`src/rtl/sigmoid_backward_pkg.sv`:
```
// Shared float32 constants, field helpers and pipeline payload types for the
// sigmoid backward pipeline.
package sigmoid_backward_pkg;

  localparam logic [31:0] FP32_ONE  = 32'h3F80_0000;
  localparam logic [31:0] FP32_QNAN = 32'h7FC0_0000;
  localparam logic [31:0] FP32_PINF = 32'h7F80_0000;

  // 1.0 in the 48-bit fixed field used by the 1-s subtractor (binary point below bit 46)
  localparam logic [47:0] ONE_FIX = 48'h4000_0000_0000;

  function automatic logic fp32_sign(input logic [31:0] x);
    return x[31];
  endfunction

  function automatic logic [7:0] fp32_exp(input logic [31:0] x);
    return x[30:23];
  endfunction

  function automatic logic [22:0] fp32_mant(input logic [31:0] x);
    return x[22:0];
  endfunction

  function automatic logic is_nan(input logic [31:0] x);
    return (fp32_exp(x) == 8'hFF) && (fp32_mant(x) != 23'd0);
  endfunction

  function automatic logic is_inf(input logic [31:0] x);
    return (fp32_exp(x) == 8'hFF) && (fp32_mant(x) == 23'd0);
  endfunction

  // Denormals count as zero: they are flushed before use.
  function automatic logic is_zero(input logic [31:0] x);
    return fp32_exp(x) == 8'h00;
  endfunction

  function automatic logic [31:0] fp32_ftz(input logic [31:0] x);
    return is_zero(x) ? {fp32_sign(x), 31'd0} : x;
  endfunction

  typedef struct packed {
    logic [31:0] s;
    logic [31:0] om;
    logic [31:0] g;
    logic        err;
  } s1_t;

  typedef struct packed {
    logic [31:0] p;
    logic [31:0] g;
    logic        err;
  } s2_t;

endpackage

```
`src/rtl/sigmoid_backward_fp32_mul.sv`:
```
// Combinational float32 multiplier: RNE rounding, overflow to Inf, underflow
// below min normal to signed zero, denormal inputs treated as zero.
module fp32_mul
  import sigmoid_backward_pkg::*;
(
  input  logic [31:0] a,
  input  logic [31:0] b,
  output logic [31:0] y
);

  logic               sign;
  logic [47:0]        prod;
  logic [22:0]        frac;
  logic               guard;
  logic               sticky;
  logic               up;
  logic [24:0]        rnd;
  logic signed [10:0] exp_r;
  logic signed [10:0] exp_f;

  always_comb begin
    sign = a[31] ^ b[31];
    prod = 48'({1'b1, a[22:0]}) * 48'({1'b1, b[22:0]});
    if (prod[47]) begin
      frac   = prod[46:24];
      guard  = prod[23];
      sticky = |prod[22:0];
    end else begin
      frac   = prod[45:23];
      guard  = prod[22];
      sticky = |prod[21:0];
    end
    up    = guard & (sticky | frac[0]);
    rnd   = {2'b01, frac} + {24'd0, up};
    exp_r = $signed({3'b000, a[30:23]}) + $signed({3'b000, b[30:23]})
            - 11'sd127 + $signed({10'd0, prod[47]});
    // a mantissa carry out of rounding leaves rnd[22:0] at zero, so only the exponent moves
    exp_f = exp_r + $signed({10'd0, rnd[24]});
    y     = {sign, exp_f[7:0], rnd[22:0]};

    if (is_nan(a) || is_nan(b))
      y = FP32_QNAN;
    else if (is_inf(a) || is_inf(b))
      y = (is_zero(a) || is_zero(b)) ? FP32_QNAN : {sign, FP32_PINF[30:0]};
    else if (is_zero(a) || is_zero(b))
      y = {sign, 31'd0};
    else if (exp_f >= 11'sd255)
      y = {sign, FP32_PINF[30:0]};
    else if (exp_f <= 11'sd0)
      y = {sign, 31'd0};
  end

endmodule

```
`config.mk`:
```
export PLATFORM = sky130hd
export DESIGN_NAME = fp32_mul
export DESIGN_NICKNAME = d
export VERILOG_FILES = /design/src/rtl/sigmoid_backward_pkg.sv /design/src/rtl/sigmoid_backward_fp32_mul.sv
export SDC_FILE = /design/constraint.sdc
export NUM_CORES = 2
export LEC_CHECK = 0
export CELL_PAD_IN_SITES_DETAIL_PLACEMENT = 1
export CELL_PAD_IN_SITES_GLOBAL_PLACEMENT = 1
export CORE_ASPECT_RATIO = 0.9
export CORE_UTILIZATION = 40
export DETAILED_ROUTE_END_ITERATION = 8
export PLACE_DENSITY_LB_ADDON = 0.1
export SETUP_SLACK_MARGIN = 0.3
export SYNTH_ARGS = -nofsm -noshare
export SYNTH_HDL_FRONTEND = slang
export SYNTH_SLANG_ARGS = --single-unit
```
`constraint.sdc`:
```
create_clock -name vclk -period 14.1
set_clock_uncertainty 0.15 [all_clocks]
set_input_delay 1.41 -clock vclk [all_inputs]
set_output_delay 1.41 -clock vclk [all_outputs]
set_load 0.02 [all_outputs]
```
==> impl_metrics.tcl <==
set metrics [dict create \
    finalCoreUtilization_pct 53.7 \
    cts_hold_buf 0 \
    critPathMaxFanout 11 \
    yosys_warnings 0 \
    relSlewSlack_pct 32.4 \
    grt_max_degree 21 \
    fin_crit_ps 13480 \
    clkbuf_count 0 \
    layout-drive-gt1-share_pct 24.1 \
    firstDrtPassIters 5 \
    ios 96 \
    drt-initial-drc-count 951 \
    required_ps 12540 \
    drv_slew 0 \
    core-area_sq_um 53500 \
    startpoint_type "input port" \
    nNetsFinal 3824 \
    grt_overflow 0 \
    postRouteAntennaNets 0 \
    synth.avg_cell_area_sq_um 8.28 \
    synthCells 2636 \
    antenna_found_initial 1 \
    synth_top_area_share_pct 44.3 \
    synth_nets 3374 \
    grt_pass1_vias 22400 \
    dieHeight_microns 224 \
    n_sequential_cell 0 \
    diodes 0 \
    drv_cap 0 \
    die_w_microns 248 \
    endpoint "y[7]" \
    initial_core_util_pct 40.8 \
    yosysSeqAreaShare_pct 0 \
    cp_slowest_cell "fa_1" \
    drt_wl_total_microns 84700 \
    cp_common_cell "fa_1" \
    track_usage_pct 30.5 \
    fp-row-count 80 \
    fin_crit_sh_pct 95.6 \
    dieArea_sq_um 55500 \
    routed_via_density 5.30 \
    netlist_top_cells_count "inv_1, fa_1, nand2_1, and2_1, ha_1" \
    vias 20000 \
    syn_to_final_growth_pct 31.5 \
    arrival_ps 11920 \
    dp_hpwl_microns 67200 \
    setup_violations 0 \
    synth.distinct_cells 84 \
    drc 0 \
    gp_congestion 0.906 \
    yosysTopAreaCell "fa_1" \
    layout.area.seq_sq_um 0 \
    crit_type "input port to output pin" \
    status "complete, no violations" \
    fill_cells 6246 \
    cpPeakStageDelay_ps 560 \
    port_buffers 96 \
    grt_setup_unrepaired "true" \
    synth_area_leaders "fa_1, ha_1, inv_1, and2_1, nand2_1" \
    syn_area_sq_um 21800 \
    tightestPinTransition_ps 1010 \
    grt_pass1_wl_microns 130000 \
    hold_viol 0 \
    crit_path_end_kind "output pin" \
    wire_per_inst_microns 22.4 \
    holdCritPathClass "input port to output pin" \
    max_freq_ghz 0.0742 \
    yosysMostFrequentCell "inv_1" \
    crit_start "b[2]" \
]
==> metrics by stage <==
stage / cells / hold WS (ps) / TNS (ps) / setup slack, ps / area [sq um]
3_3_place_gp: 3663 / 3800 / -7270 / -438 / 26400
5_1_grt: 3781 / 3860 / 0 / 187 / 28700
4_1_cts: 3734 / 3840 / 0 / 305 / 27800
3_5_place_dp: 3663 / 3820 / -15770 / -798 / 26400
2_1_floorplan: 2636 / 2850 / 0 / 278 / 21900
6_report: 3781 / 3820 / 0 / 617 / 28700
==> placed cells by master, fill, tap and decap left out, types with 12 or more instances in the layout <==
cell type / instances
bufbuf_16: 12
a21oi_1: 53
buf_4: 368
nand2_2: 13
nand3_1: 22
buf_6: 46
and2_4: 15
fa_2: 21
inv_2: 29
nor3_1: 21
a21oi_2: 23
buf_12: 53
buf_2: 14
inv_1: 568
nand4_1: 26
xor2_1: 21
nor4_1: 14
fa_1: 462
nor2_1: 107
ha_1: 172
o21ai_1: 12
and2_1: 235
clkbuf_2: 12
clkdlybuf4s50_1: 22
ha_4: 15
nand2_1: 340
xnor2_1: 36
a21o_1: 20
o21ai_0: 34
dlymetal6s2s_1: 13
==> critical path, delay by kind of cell <==
family          cells  cell delay [ps]
xor+xnor            2              450
fa+ha+maj          10             4130
compound gates     13             2570
simple gates        9             1290
buf+inv            16             2050
==> worst min-delay path by stage <==
stage | startpoint | endpoint | slack [ps] | cells after the start
CTS | a[31] | y[31] | 3840 | 4
global placement | a[31] | y[31] | 3800 | 4
detailed placement | a[31] | y[31] | 3820 | 4
finish | a[31] | y[31] | 3820 | 4
floorplan | a[31] | y[31] | 2850 | 2
global route | a[31] | y[31] | 3860 | 4
==> timing repair <==
action	CTS	global route
cloned	14	5
setup buffers	57	42
pin swaps	60	109
resized for setup	260	251
endpoints found under the setup margin	30	30
==> layer usage <==
| layer | routed length, microns | GRT usage (%) |
|---|---|---|
| met1 | 36300 | 41.4 |
| met2 | 41500 | 52.3 |
| met3 | 3760 | 1.89 |
| met4 | 3140 | 8.26 |
| met5 | 13 | 0 |
==> logic make-up after synthesis <==
logic type	synth area share (%)
compound gates	8.68
xor+xnor	2.67
fa+ha+maj	55.3
buf+inv	12.7
mux	0.619
simple gates	20.1
==> final cells by class <==
type | count | area, sq um | area share (%)
repair buffers | 573 | 5650 | 19.7
inverters | 603 | 2280 | 7.94
multi-input cells | 1908 | 19900 | 69.3
well taps | 697 | 872 | 3.04
Power is left out: the tool's default activity adds up to more than one toggle a clock period on the data nets, which glitch-free logic cannot reach.
